**config.mk**
```make
export PLATFORM = sky130hd
export DESIGN_NAME = aes_word_stream_adapter
export DESIGN_NICKNAME = d
export VERILOG_FILES = /design/src/rtl/aes_pkg.sv /design/src/rtl/aes_block_shreg.sv /design/src/rtl/aes_word_stream_adapter.sv
export SDC_FILE = /design/constraint.sdc
export NUM_CORES = 1
export LEC_CHECK = 0
export BUFFER_PORTS_ARGS = -buffer_cell sky130_fd_sc_hd__buf_2
export CORE_MARGIN = 2
export CORE_UTILIZATION = 49
export CTS_CLUSTER_SIZE = 8
export DETAILED_ROUTE_END_ITERATION = 10
export GPL_TIMING_DRIVEN = 0
export PLACE_DENSITY = 0.77
export SYNTH_ARGS = -nofsm -noshare
export SYNTH_HDL_FRONTEND = slang
export SYNTH_HIERARCHICAL = 1
export SYNTH_SLANG_ARGS = --single-unit
```
**constraint.sdc**
```tcl
create_clock -name Clk -period 4.05 [get_ports Clk]
set_input_delay 0.6075 -clock Clk [delete_from_list [all_inputs] [get_ports Clk]]
set_output_delay 0.6075 -clock Clk [all_outputs]
set_load 0.005 [all_outputs]
```
**src/rtl/aes_pkg.sv**
```systemverilog
// Shared types and sizing for the AES word-stream adapter: FSM states,
// default widths, block word count and counter width.
package aes_pkg;

  typedef enum logic [1:0] {
    FILL  = 2'd0,
    RUN   = 2'd1,
    DRAIN = 2'd2
  } state_t;

  localparam int WORD_WIDTH_DEFAULT     = 32;
  localparam int DATA_WIDTH_DEFAULT     = 128;
  localparam int TIMEOUT_CYCLES_DEFAULT = 1024;
  localparam int WORDS_PER_BLOCK        = DATA_WIDTH_DEFAULT / WORD_WIDTH_DEFAULT;
  localparam int CNT_W                  = $clog2(WORDS_PER_BLOCK);

  function automatic int words_per_block(input int data_width, input int word_width);
    return data_width / word_width;
  endfunction

endpackage

```
**src/rtl/aes_block_shreg.sv**
```systemverilog
// Word-wide shift register with parallel load. Shifting moves every word one
// slot toward the MSB end and inserts shift_in at the LSB word.
module aes_block_shreg
  import aes_pkg::*;
#(
  parameter int WORD_WIDTH = WORD_WIDTH_DEFAULT,
  parameter int DATA_WIDTH = DATA_WIDTH_DEFAULT
) (
  input  logic                  Clk,
  input  logic                  Rst,
  input  logic                  load,
  input  logic [DATA_WIDTH-1:0] load_data,
  input  logic                  shift,
  input  logic [WORD_WIDTH-1:0] shift_in,
  output logic [DATA_WIDTH-1:0] data
);

  localparam int WPB = words_per_block(DATA_WIDTH, WORD_WIDTH);

  logic [DATA_WIDTH-1:0] data_reg;
  logic [DATA_WIDTH-1:0] data_next;

  genvar gi;
  generate
    for (gi = 0; gi < WPB; gi++) begin : g_word
      logic [WORD_WIDTH-1:0] shifted;
      if (gi == 0) begin : g_lsw
        assign shifted = shift_in;
      end else begin : g_upper
        assign shifted = data_reg[(gi-1)*WORD_WIDTH +: WORD_WIDTH];
      end
      // Parallel load wins over shift; the two are never requested together.
      assign data_next[gi*WORD_WIDTH +: WORD_WIDTH] =
        load  ? load_data[gi*WORD_WIDTH +: WORD_WIDTH] :
        shift ? shifted :
                data_reg[gi*WORD_WIDTH +: WORD_WIDTH];
    end
  endgenerate

  always_ff @(posedge Clk or posedge Rst) begin
    if (Rst) begin
      data_reg <= '0;
    end else begin
      data_reg <= data_next;
    end
  end

  assign data = data_reg;

endmodule

```
**src/rtl/aes_word_stream_adapter.sv**
```systemverilog
// Packs stream words into an AES block, runs the core until done (or timeout),
// then unpacks the result onto the output stream. Half-duplex by state.
module aes_word_stream_adapter
  import aes_pkg::*;
#(
  parameter int WORD_WIDTH     = WORD_WIDTH_DEFAULT,
  parameter int DATA_WIDTH     = DATA_WIDTH_DEFAULT,
  parameter int TIMEOUT_CYCLES = TIMEOUT_CYCLES_DEFAULT
) (
  input  logic                  Clk,
  input  logic                  Rst,
  input  logic                  in_valid,
  output logic                  in_ready,
  input  logic [WORD_WIDTH-1:0] in_data,
  input  logic                  in_mode,
  output logic                  out_valid,
  input  logic                  out_ready,
  output logic [WORD_WIDTH-1:0] out_data,
  output logic                  out_last,
  output logic                  core_en,
  output logic                  core_mode,
  output logic [DATA_WIDTH-1:0] core_data_in,
  input  logic                  core_done,
  input  logic [DATA_WIDTH-1:0] core_data_out,
  output logic                  busy,
  output logic                  timeout_err
);

  localparam int WPB = words_per_block(DATA_WIDTH, WORD_WIDTH);
  localparam int CW  = $clog2(WPB);
  localparam int TW  = $clog2(TIMEOUT_CYCLES + 1);

  state_t          state_reg;
  logic [CW-1:0]   word_cnt_reg;
  logic [TW-1:0]   tmo_cnt_reg;
  logic            in_ready_reg;
  logic            out_valid_reg;
  logic            out_last_reg;
  logic            core_en_reg;
  logic            core_mode_reg;
  logic            busy_reg;
  logic            timeout_err_reg;

  logic [DATA_WIDTH-1:0] out_block;
  logic                  in_fire;
  logic                  out_fire;
  logic                  done_ok;
  logic                  last_word;
  logic                  unused_out_low;

  assign in_fire   = in_valid & in_ready_reg;
  assign out_fire  = out_valid_reg & out_ready;
  assign last_word = (word_cnt_reg == CW'(WPB - 1));
  // done may still be high from the previous block in the first RUN cycle;
  // once the abort pulse is up the block is already committed to discard.
  assign done_ok   = (state_reg == RUN) && (tmo_cnt_reg != '0) && core_done && !timeout_err_reg;

  aes_block_shreg #(
    .WORD_WIDTH (WORD_WIDTH),
    .DATA_WIDTH (DATA_WIDTH)
  ) u_in_pack (
    .Clk       (Clk),
    .Rst       (Rst),
    .load      (1'b0),
    .load_data ('0),
    .shift     (in_fire),
    .shift_in  (in_data),
    .data      (core_data_in)
  );

  aes_block_shreg #(
    .WORD_WIDTH (WORD_WIDTH),
    .DATA_WIDTH (DATA_WIDTH)
  ) u_out_unpack (
    .Clk       (Clk),
    .Rst       (Rst),
    .load      (done_ok),
    .load_data (core_data_out),
    .shift     (out_fire),
    .shift_in  ('0),
    .data      (out_block)
  );

  always_ff @(posedge Clk or posedge Rst) begin
    if (Rst) begin
      state_reg       <= FILL;
      word_cnt_reg    <= '0;
      tmo_cnt_reg     <= '0;
      in_ready_reg    <= 1'b1;
      out_valid_reg   <= 1'b0;
      out_last_reg    <= 1'b0;
      core_en_reg     <= 1'b0;
      core_mode_reg   <= 1'b0;
      busy_reg        <= 1'b0;
      timeout_err_reg <= 1'b0;
    end else begin
      unique case (state_reg)
        FILL: begin
          if (in_fire) begin
            if (word_cnt_reg == '0) begin
              core_mode_reg <= in_mode;
            end
            if (last_word) begin
              word_cnt_reg <= '0;
              tmo_cnt_reg  <= '0;
              state_reg    <= RUN;
              in_ready_reg <= 1'b0;
              core_en_reg  <= 1'b1;
              busy_reg     <= 1'b1;
            end else begin
              word_cnt_reg <= word_cnt_reg + CW'(1);
            end
          end
        end

        RUN: begin
          tmo_cnt_reg <= tmo_cnt_reg + TW'(1);
          if (timeout_err_reg) begin
            timeout_err_reg <= 1'b0;
            state_reg       <= FILL;
            core_en_reg     <= 1'b0;
            busy_reg        <= 1'b0;
            in_ready_reg    <= 1'b1;
          end else if (done_ok) begin
            state_reg     <= DRAIN;
            core_en_reg   <= 1'b0;
            out_valid_reg <= 1'b1;
            out_last_reg  <= 1'b0;
            word_cnt_reg  <= '0;
          end else if (tmo_cnt_reg == TW'(TIMEOUT_CYCLES - 2)) begin
            // Raised one cycle early so the pulse lands on the final RUN cycle.
            timeout_err_reg <= 1'b1;
          end
        end

        DRAIN: begin
          if (out_fire) begin
            if (last_word) begin
              word_cnt_reg  <= '0;
              state_reg     <= FILL;
              out_valid_reg <= 1'b0;
              out_last_reg  <= 1'b0;
              busy_reg      <= 1'b0;
              in_ready_reg  <= 1'b1;
            end else begin
              word_cnt_reg <= word_cnt_reg + CW'(1);
              out_last_reg <= (word_cnt_reg == CW'(WPB - 2));
            end
          end
        end

        default: begin
          state_reg <= FILL;
        end
      endcase
    end
  end

  assign in_ready       = in_ready_reg;
  assign out_valid      = out_valid_reg;
  assign out_last       = out_last_reg;
  assign out_data       = out_block[DATA_WIDTH-1 -: WORD_WIDTH];
  assign core_en        = core_en_reg;
  assign core_mode      = core_mode_reg;
  assign busy           = busy_reg;
  assign timeout_err    = timeout_err_reg;
  assign unused_out_low = ^out_block[DATA_WIDTH-WORD_WIDTH-1:0];

endmodule

```
; Yosys cells after proc, flatten, opt, wreduce, memory -nomap -nowiden
; Index checks and enable logic that the tools add are counted.
[totals]
register_bits = 278
input_bits = 166
elab_cells = 95
[op_classes]
add_sub_neg = 2
eq_ne = 13
mux = 47
bitwise = 2
n_reduce_logical = 19
[ops]
columns = cell, n
row1 = 32-bit two-way mux, 8
row2 = 11-bit two-way mux, 2
row3 = 2-bit two-way mux, 11
row4 = 11-bit one-hot mux with 2 select lines, 1
row5 = 1-bit two-way mux, 18
row6 = 5-bit AND reduction, 3
row7 = 2-bit one-hot mux with 3 select lines, 2
row8 = "11-bit by 1-bit adder with 11-bit output, second input constant", 1
row9 = "11-bit by 10-bit equality test with 1-bit output, second input constant", 1
row10 = 11-bit nonzero test, 1
row11 = "2-bit != test, second input constant", 4
row12 = 4-bit AND reduction, 2
row13 = "2-bit equality test, second input constant", 3
row14 = "2-bit by 1-bit != test with 1-bit output, second input constant", 3
row15 = 1-bit one-hot mux with 2 select lines, 3
row16 = 1-bit one-hot mux with 3 select lines, 2
row17 = 3-bit AND reduction, 2
row18 = 6-bit AND reduction, 1
row19 = 2-bit nonzero test, 3
row20 = 2-bit logical NOT, 2
row21 = 1-bit logical AND, 3
row22 = "3-bit by 2-bit != test with 1-bit output, second input constant", 1
row23 = 3-bit nonzero test, 1
row24 = "2-bit by 1-bit adder with 2-bit output, second input constant", 1
row25 = other kinds (3), 4

; Depth between registers and ports, before layout
; Gate-level depths: netlist of the first run.
[depth]
depth_word = 7
depth_mapped = 9
ltp_nobuf = 7

; Hierarchy
; Netlist of the first run, hierarchy kept.
[by_module_without_submodules]
columns = mod, instances, cells_per_inst, area_each_um2
row1 = aes_block_shreg, 2, 555, 5958.2
row2 = aes_word_stream_adapter, 1, 133, 1365.1

; Worst setup path before layout of the first run
; OpenSTA, ideal clock, no wires.
[synth_path]
kind = flip-flop to flip-flop
startpoint = reg tmo_cnt_reg[0]
endpoint = reg u_out_unpack.data_reg[100] (netlist: u_out_unpack/data[100])
setup_ps = 134
arrival_time_ps = 1956
t_required_ps = 3916
path_slack_ps = 1960
stages_incl_launch_ff = 9
period_less_slack_ps = 2090
path_cell_list = dfrtp_1 > inv_1 > ha_1 > nor4b_4 > a31oi_1 > nor3b_1 > buf_4 > clkbuf_1 > o21ai_1
[synth_between]
elab_chain_len = 5
elab_cells_between_ends = 6
cone_classes = mux (1) / reduce/logical (5)
[synth_lines]
columns = item, line
row1 = from (decl), aes_word_stream_adapter.sv:35  ; logic [TW-1:0] tmo_cnt_reg;
row2 = from (signal assigned), aes_word_stream_adapter.sv:117  ; tmo_cnt_reg <= tmo_cnt_reg + TW'(1);
row3 = 11-bit nonzero test (*), aes_word_stream_adapter.sv:56  ; assign done_ok = (state_reg == RUN) && (tmo_cnt_reg != '0) && core_done && !timeout_err_reg;
row4 = 1-bit logical AND (*) (3 in series), aes_word_stream_adapter.sv:56
row5 = net done_ok, aes_word_stream_adapter.sv:47  ; logic done_ok;
row6 = 32-bit two-way mux / 2-bit nonzero test (equally long branches), --
row7 = to (signal assigned), aes_block_shreg.sv:44  ; data_reg <= data_next;
row8 = to (decl), aes_block_shreg.sv:20  ; logic [DATA_WIDTH-1:0] data_reg;
; The timed path passes the listed nets; every way through them passes the cells marked *.
; A chain may end at the register's enable or synchronous reset.

; Worst setup path after layout of the first run
[layout_path]
startpoint = reg state_reg[1]
endpoint = reg u_out_unpack.data_reg[106] (netlist: u_out_unpack/data[106])
[layout_between]
elab_chain_len = 5
elab_cells_between_ends = 6
cone_classes = eq/ne (1) / mux (1) / reduce/logical (4)
[layout_lines]
columns = item, line
row1 = from (decl), aes_word_stream_adapter.sv:33  ; state_t state_reg;
row2 = from (signal assigned), aes_word_stream_adapter.sv:86  ; state_reg <= FILL;
row3 = from (signal assigned), aes_word_stream_adapter.sv:106  ; state_reg <= RUN;
row4 = from (signal assigned), aes_word_stream_adapter.sv:120  ; state_reg <= FILL;
row5 = 2-bit by 1-bit equality test with 1-bit output (*), aes_word_stream_adapter.sv:56
row6 = 1-bit logical AND (*) (3 in series), aes_word_stream_adapter.sv:56
row7 = net done_ok, aes_word_stream_adapter.sv:47
row8 = 32-bit two-way mux / 2-bit nonzero test (equally long branches), --
; Marked as above.

==> impl_metrics.tcl, run 1 <==
set metrics [dict create \
    p_seq_share_pct 39.6 \
    final-max-slew-violation-count 0 \
    grt_antenna_before_repair 5 \
    clkSinkCount 278 \
    cts_buffer_depth 3 \
    h-tree-depth 2 \
    num_rows 60 \
    wl_um 37640 \
    io_pins 333 \
    synth.distinct_cells 50 \
    path_class "reg2reg" \
    peakVddDrop_mv 0.4224 \
    grt_pass1_vias 11038 \
    timing.slew.headroom_pct 44.26 \
    syn_inst 1243 \
    hpwl_um 27580 \
    final_common_cell "buf_2" \
    insertion_delay_ns 0.50 \
    synth_seq_cells 278 \
    grt_usage_pct 26.28 \
    netlist_area_um2 13280 \
    synth-edff-count 0 \
    cp-start-kind "flop" \
    ant_nets 0 \
    fin_ws_ns 0.9831 \
    vias 11060 \
    initial_utilization_pct 49.56 \
    combinationalPowerShare_pct 34.1 \
    drcViolationCount 0 \
    tightest_slew_ns 0.8352 \
    fin_crit_sh_pct 75.73 \
    die-height_um 168.6 \
    cts_buffers 40 \
    final_nets 1958 \
    clkTransAtPathRegs_ns 0.05 \
    total_power_uw 11180 \
    fin_util_pct 63.91 \
    port_buffers 332 \
    grt_max_degree 79 \
    cp_max_fo 10 \
    yosys_warnings 6 \
    p_sw_share_pct 34.26 \
    endpoint_kind "flop" \
    setup_viol 0 \
    hold_buffers 0 \
    area_delta_synth_final_pct 28.96 \
    p_switching_uw 3829 \
    fin_cells 2136 \
    drtIter0Drc 803 \
    required_ns 4.47 \
    ys_seq_area_share_pct 52.39 \
    clockRootBuffer "clkbuf_16" \
    cp_data_arrival_time_ns 3.49 \
    dp.cells 2081 \
    p_int_uw 7349 \
    p_leak_uw 0.008091 \
    die_width_um 168.6 \
    worstHoldPathType "in2async" \
    fp.coreArea_um2 26800 \
    gp_congestion 0.8532 \
    drv_cap 0 \
    rsz0062_at_grt "false" \
    postCtsSetupBuffers 0 \
    fmax_mhz 326.1 \
    die_area_um2 28440 \
    cts_tree "yes" \
    hold_violations 0 \
    avgViaCountPerCell 5.178 \
    p_clk_share_pct 26.3 \
    status "complete, no violations" \
    mostFrequentLayoutCells "buf_2 (343), dfrtp_1 (277), nand2_1 (264), mux2i_1 (259), o21ai_1 (237)" \
    dr.pass1.iters 6 \
    async_flop_share_pct 100.0 \
    cts_resized 0 \
    power_density_nw_per_um2 652.6 \
    drive_above_1_share_pct 24.32 \
    place_ws_ns 1.024 \
    syn_avg_cell_area_um2 10.69 \
    grt_overflow 0 \
    min_period_ns 3.067 \
    skew_ns 0.01067 \
    grt_pass1_wl_um 59510 \
    wl_per_cell_um 17.62 \
    ys.flop_type "dfrtp_1" \
]
## worst paths after layout
| path | start | end | slack (ns) | depth (start not counted) |
|---|---|---|---|---|
| min in group Clk | core_data_out[103] | u_out_unpack/data[103] | 0.32 | 3 |
| max in group asynchronous | Rst | u_in_pack/data[31] | 3.01 | 3 |
| worst min register to register | core_en | core_en | 0.48 | 1 |
| worst max register to register | state_reg[1] | u_out_unpack/data[106] | 0.98 | 9 |
| worst min-delay path | Rst | u_out_unpack/data[18] | 0.22 | 2 |
| worst max-delay path | state_reg[1] | u_out_unpack/data[106] | 0.98 | 9 |
## synthesized netlist by cell type (2+ instances only)
cell | instances | area share, %
buf_6 | 2 | 0.17
and2_1 | 2 | 0.094
buf_4 | 2 | 0.11
nand4_1 | 2 | 0.094
clkbuf_1 | 45 | 1.3
ha_1 | 10 | 0.94
a22o_1 | 2 | 0.13
buf_2 | 11 | 0.41
a211oi_1 | 2 | 0.11
o2bb2ai_1 | 3 | 0.20
buf_12 | 8 | 1.2
inv_1 | 13 | 0.37
nand2_1 | 264 | 7.5
a21boi_1 | 2 | 0.11
o21ai_1 | 237 | 8.9
mux2i_1 | 259 | 20
dfrtp_1 | 277 | 52
o21ai_0 | 24 | 0.90
o21ai_2 | 4 | 0.26
a2111oi_2 | 4 | 0.45
nand3_1 | 6 | 0.23
xnor2_1 | 6 | 0.40
nor2_1 | 10 | 0.28
buf_8 | 18 | 2.0
a21oi_1 | 2 | 0.075
nand2b_1 | 3 | 0.14
mux2_2 | 2 | 0.17
## cells by family after synthesis
group	synth area share [%]
simple gates	9.261
compound gates	11.63
flops	52.39
mux	19.77
buf+inv	5.577
fa+ha+maj	0.9421
xor+xnor	0.3957
other cells	0.02823
## per-stage QoR
step	area, µm²	hold slack, ns	TNS, ns
after floorplan	13890	0.4740	0
after global placement	15980	0.4618	-402.64
after detailed placement	16050	0.4736	0
after CTS	17110	0.2187	0
after global routing	17130	0.2370	0
final	17130	0.2165	0
## cell type report
| class | instances | area [µm²] |
|---|---|---|
| Tap cell | 341 | 426.7 |
| Sequential cell | 278 | 6958 |
| Inverter | 13 | 58.81 |
| Antenna cell | 6 | 15.01 |
| Fill cell | 2146 | 9673 |
| Multi-Input combinational cell | 1029 | 6195 |
| Buffer | 86 | 691.9 |
| Timing Repair Buffer | 334 | 1717 |
| Clock buffer | 49 | 1066 |
## worst max-delay path, cell delays in order (launching register included)
cell and delay [ns]:
dfrtp_1 0.42, inv_1 0.11, ha_1 0.22, clkbuf_1 0.36
inv_1 0.19, nor3b_1 0.59, buf_2 0.36, clkbuf_1 0.49
nand2_1 0.13, o21ai_1 0.12
## power groups by stage
stage	Clock [µW]	Combinational [µW]	Sequential, µW
3_3_place_gp	0	3620	4420
5_1_grt	3100	4220	4540
3_5_place_dp	0	3770	4450
6_report	2940	3810	4430
4_1_cts	3000	3790	4430
2_1_floorplan	0	2640	4290
## metal layers
metal | wire, µm | global-route usage (%) | up-vias
met3 | 2211 | 5.354 | 95
li1 | - | - | 5231
met1 | 16050 | 34.96 | 5369
met2 | 17910 | 42.23 | 365
met5 | 0 | 0 | -
met4 | 1469 | 11.17 | 0
Power figures use the tool's default switching activity.
==> run 2, diff against run 1 <==
- CORE_UTILIZATION: 49 -> 54
- PLACE_DENSITY: 0.77 -> 0.81
- clock period: 4.05 -> 2.9 ns (I/O delays scaled with it)
==> impl_metrics.tcl, run 2 (synthesis results as in run 1) <==
set metrics [dict create \
    area_delta_synth_final_pct 29.66 \
    final_nets 1963 \
    grt_max_degree 43 \
    drive_above_1_share_pct 25.08 \
    final_common_cell "buf_2" \
    gr-usage-met3_pct 5.888 \
    p_int_uw 10250 \
    grt_usage_pct 29.00 \
    num_rows 57 \
    grt_overflow 0 \
    endpoint_kind "flop" \
    fin_cells 2126 \
    grt_pass1_vias 11366 \
    drtIter0Drc 797 \
    die_area_um2 25870 \
    cp_max_fo 10 \
    tightest_slew_ns 0.8274 \
    p_switching_uw 5460 \
    insertion_delay_ns 0.53 \
    worstHoldPathType "in2reg" \
    dr.pass1.iters 6 \
    peakVddDrop_mv 0.6460 \
    hpwl_um 27370 \
    wl_um 37830 \
    cts_buffers 40 \
    die-height_um 160.8 \
    wl_per_cell_um 17.80 \
    p_seq_share_pct 39.4 \
    status "complete, no violations" \
    fp.coreArea_um2 24250 \
    fin_tns_setup_ns 0 \
    n_fill_cell 1823 \
    io_pins 333 \
    mostFrequentLayoutCells "buf_2 (343), dfrtp_1 (277), nand2_1 (264), mux2i_1 (259), o21ai_1 (237)" \
    fmax_mhz 375.4 \
    total_power_uw 15710 \
    clkSinkCount 278 \
    ff_latch_area_um2 6958 \
    die_width_um 160.8 \
    fin_ws_ns 0.2361 \
    p_clk_share_pct 26.2 \
    hold_violations 0 \
    setup_viol 0 \
    path_class "reg2reg" \
    skew_ns 0.02481 \
    cp_data_arrival_time_ns 3.12 \
    final-max-slew-violation-count 0 \
    clkTransAtPathRegs_ns 0.05 \
    cp-start-kind "flop" \
    p_sw_share_pct 34.76 \
    drv_cap 0 \
    met1_usage_pct 38.04 \
    combinationalPowerShare_pct 34.5 \
    ant_nets 0 \
    gp_congestion 0.8370 \
    grt_pass1_wl_um 59620 \
    initial_utilization_pct 54.77 \
    drcViolationCount 0 \
    vias 11228 \
    clockRootBuffer "clkbuf_16" \
    cts_buffer_depth 3 \
    postCtsSetupBuffers 0 \
    min_period_ns 2.664 \
    h-tree-depth 2 \
    avgViaCountPerCell 5.281 \
    fin_crit_sh_pct 91.86 \
    busiest_layer "met2" \
    grt_antenna_before_repair 9 \
    timing.slew.headroom_pct 44.78 \
    port_buffers 332 \
    required_ns 3.36 \
    place_ws_ns -0.08486 \
    fin_area_um2 17220 \
    multi_input_area_um2 6206 \
    r2r_slack_ns 0.24 \
    cts_tree "yes" \
    power_density_nw_per_um2 912.3 \
    use_met2_pct 47.34 \
    dp.cells 2068 \
    placed_cell_area_um2 16090 \
    p_leak_uw 0.008152 \
]
-- run 2: cell types whose count changed in the layout (fill, tap and decap cells not counted), moves of 2 or more --
cell,before,now
buf_12,8,14
clkbuf_2,0,8
buf_16,2,0
clkbuf_1,52,41
diode_2,6,8
clkinvlp_4,0,2
-- run 2: layout make-up --
cell class / instances / area share, %
antenna: 8 / 0.1163
buffer: 86 / 4.076
clock buffer: 46 / 6.002
clock inverter: 3 / 0.2761
inverter: 13 / 0.3270
multi-input combinational: 1029 / 36.04
sequential: 278 / 40.41
tap: 324 / 2.354
timing repair buffer: 339 / 10.40
-- run 2: path summary, 6_finish.rpt --
| check | start | end | cells past startpoint |
|---|---|---|---|
| max in group asynchronous | Rst | u_in_pack/data[62] | 6 |
| hold reg to reg | core_en | core_en | 1 |
| min in group asynchronous | Rst | u_out_unpack/data[52] | 3 |
| hold / removal | core_data_out[20] | u_out_unpack/data[20] | 3 |
| setup / recovery | tmo_cnt_reg[0] | u_out_unpack/data[19] | 9 |
| setup reg to reg | tmo_cnt_reg[0] | u_out_unpack/data[19] | 9 |
-- run 2: layer usage --
metal,vias up,wire length [µm]
met2,468,18150
li1,5228,-
met1,5436,15570
met4,2,1344
met3,94,2756
met5,-,16
-- run 2: power groups by stage --
stage | registers [µW] | logic (µW) | clock network, µW
global route | 6320 | 5910 | 4390
CTS | 6170 | 5340 | 4210
detailed placement | 6200 | 5280 | 0
global placement | 6150 | 5040 | 0
floorplan | 6000 | 3690 | 0
finish | 6180 | 5410 | 4110
-- run 2: critical path, cell delays in order, from the launching register on --
cell and delay (ns):
dfrtp_1 0.43, inv_1 0.10, ha_1 0.21, nor4b_4 0.13
a31oi_1 0.35, nor3b_4 0.37, buf_2 0.32, clkbuf_1 0.44
nand2_1 0.14, o21ai_1 0.11
-- run 2: metrics by stage --
stage                     utilization, %  hold slack, ns
after floorplan                        -          0.4235
after global placement             65.85          0.4655
after detailed placement           66.35          0.4473
after CTS                          70.87         0.09277
final                              71.02          0.1132
after global routing               71.02          0.1124
-- run 2: repair_timing --
| action | CTS | global route |
|---|---|---|
| gates resized for setup | 1 | 18 |
| gates cloned | 0 | 0 |
| hold buffers | 1 | 0 |
| setup endpoints to repair | 54 | 111 |
| hold endpoints to repair | 24 | 0 |
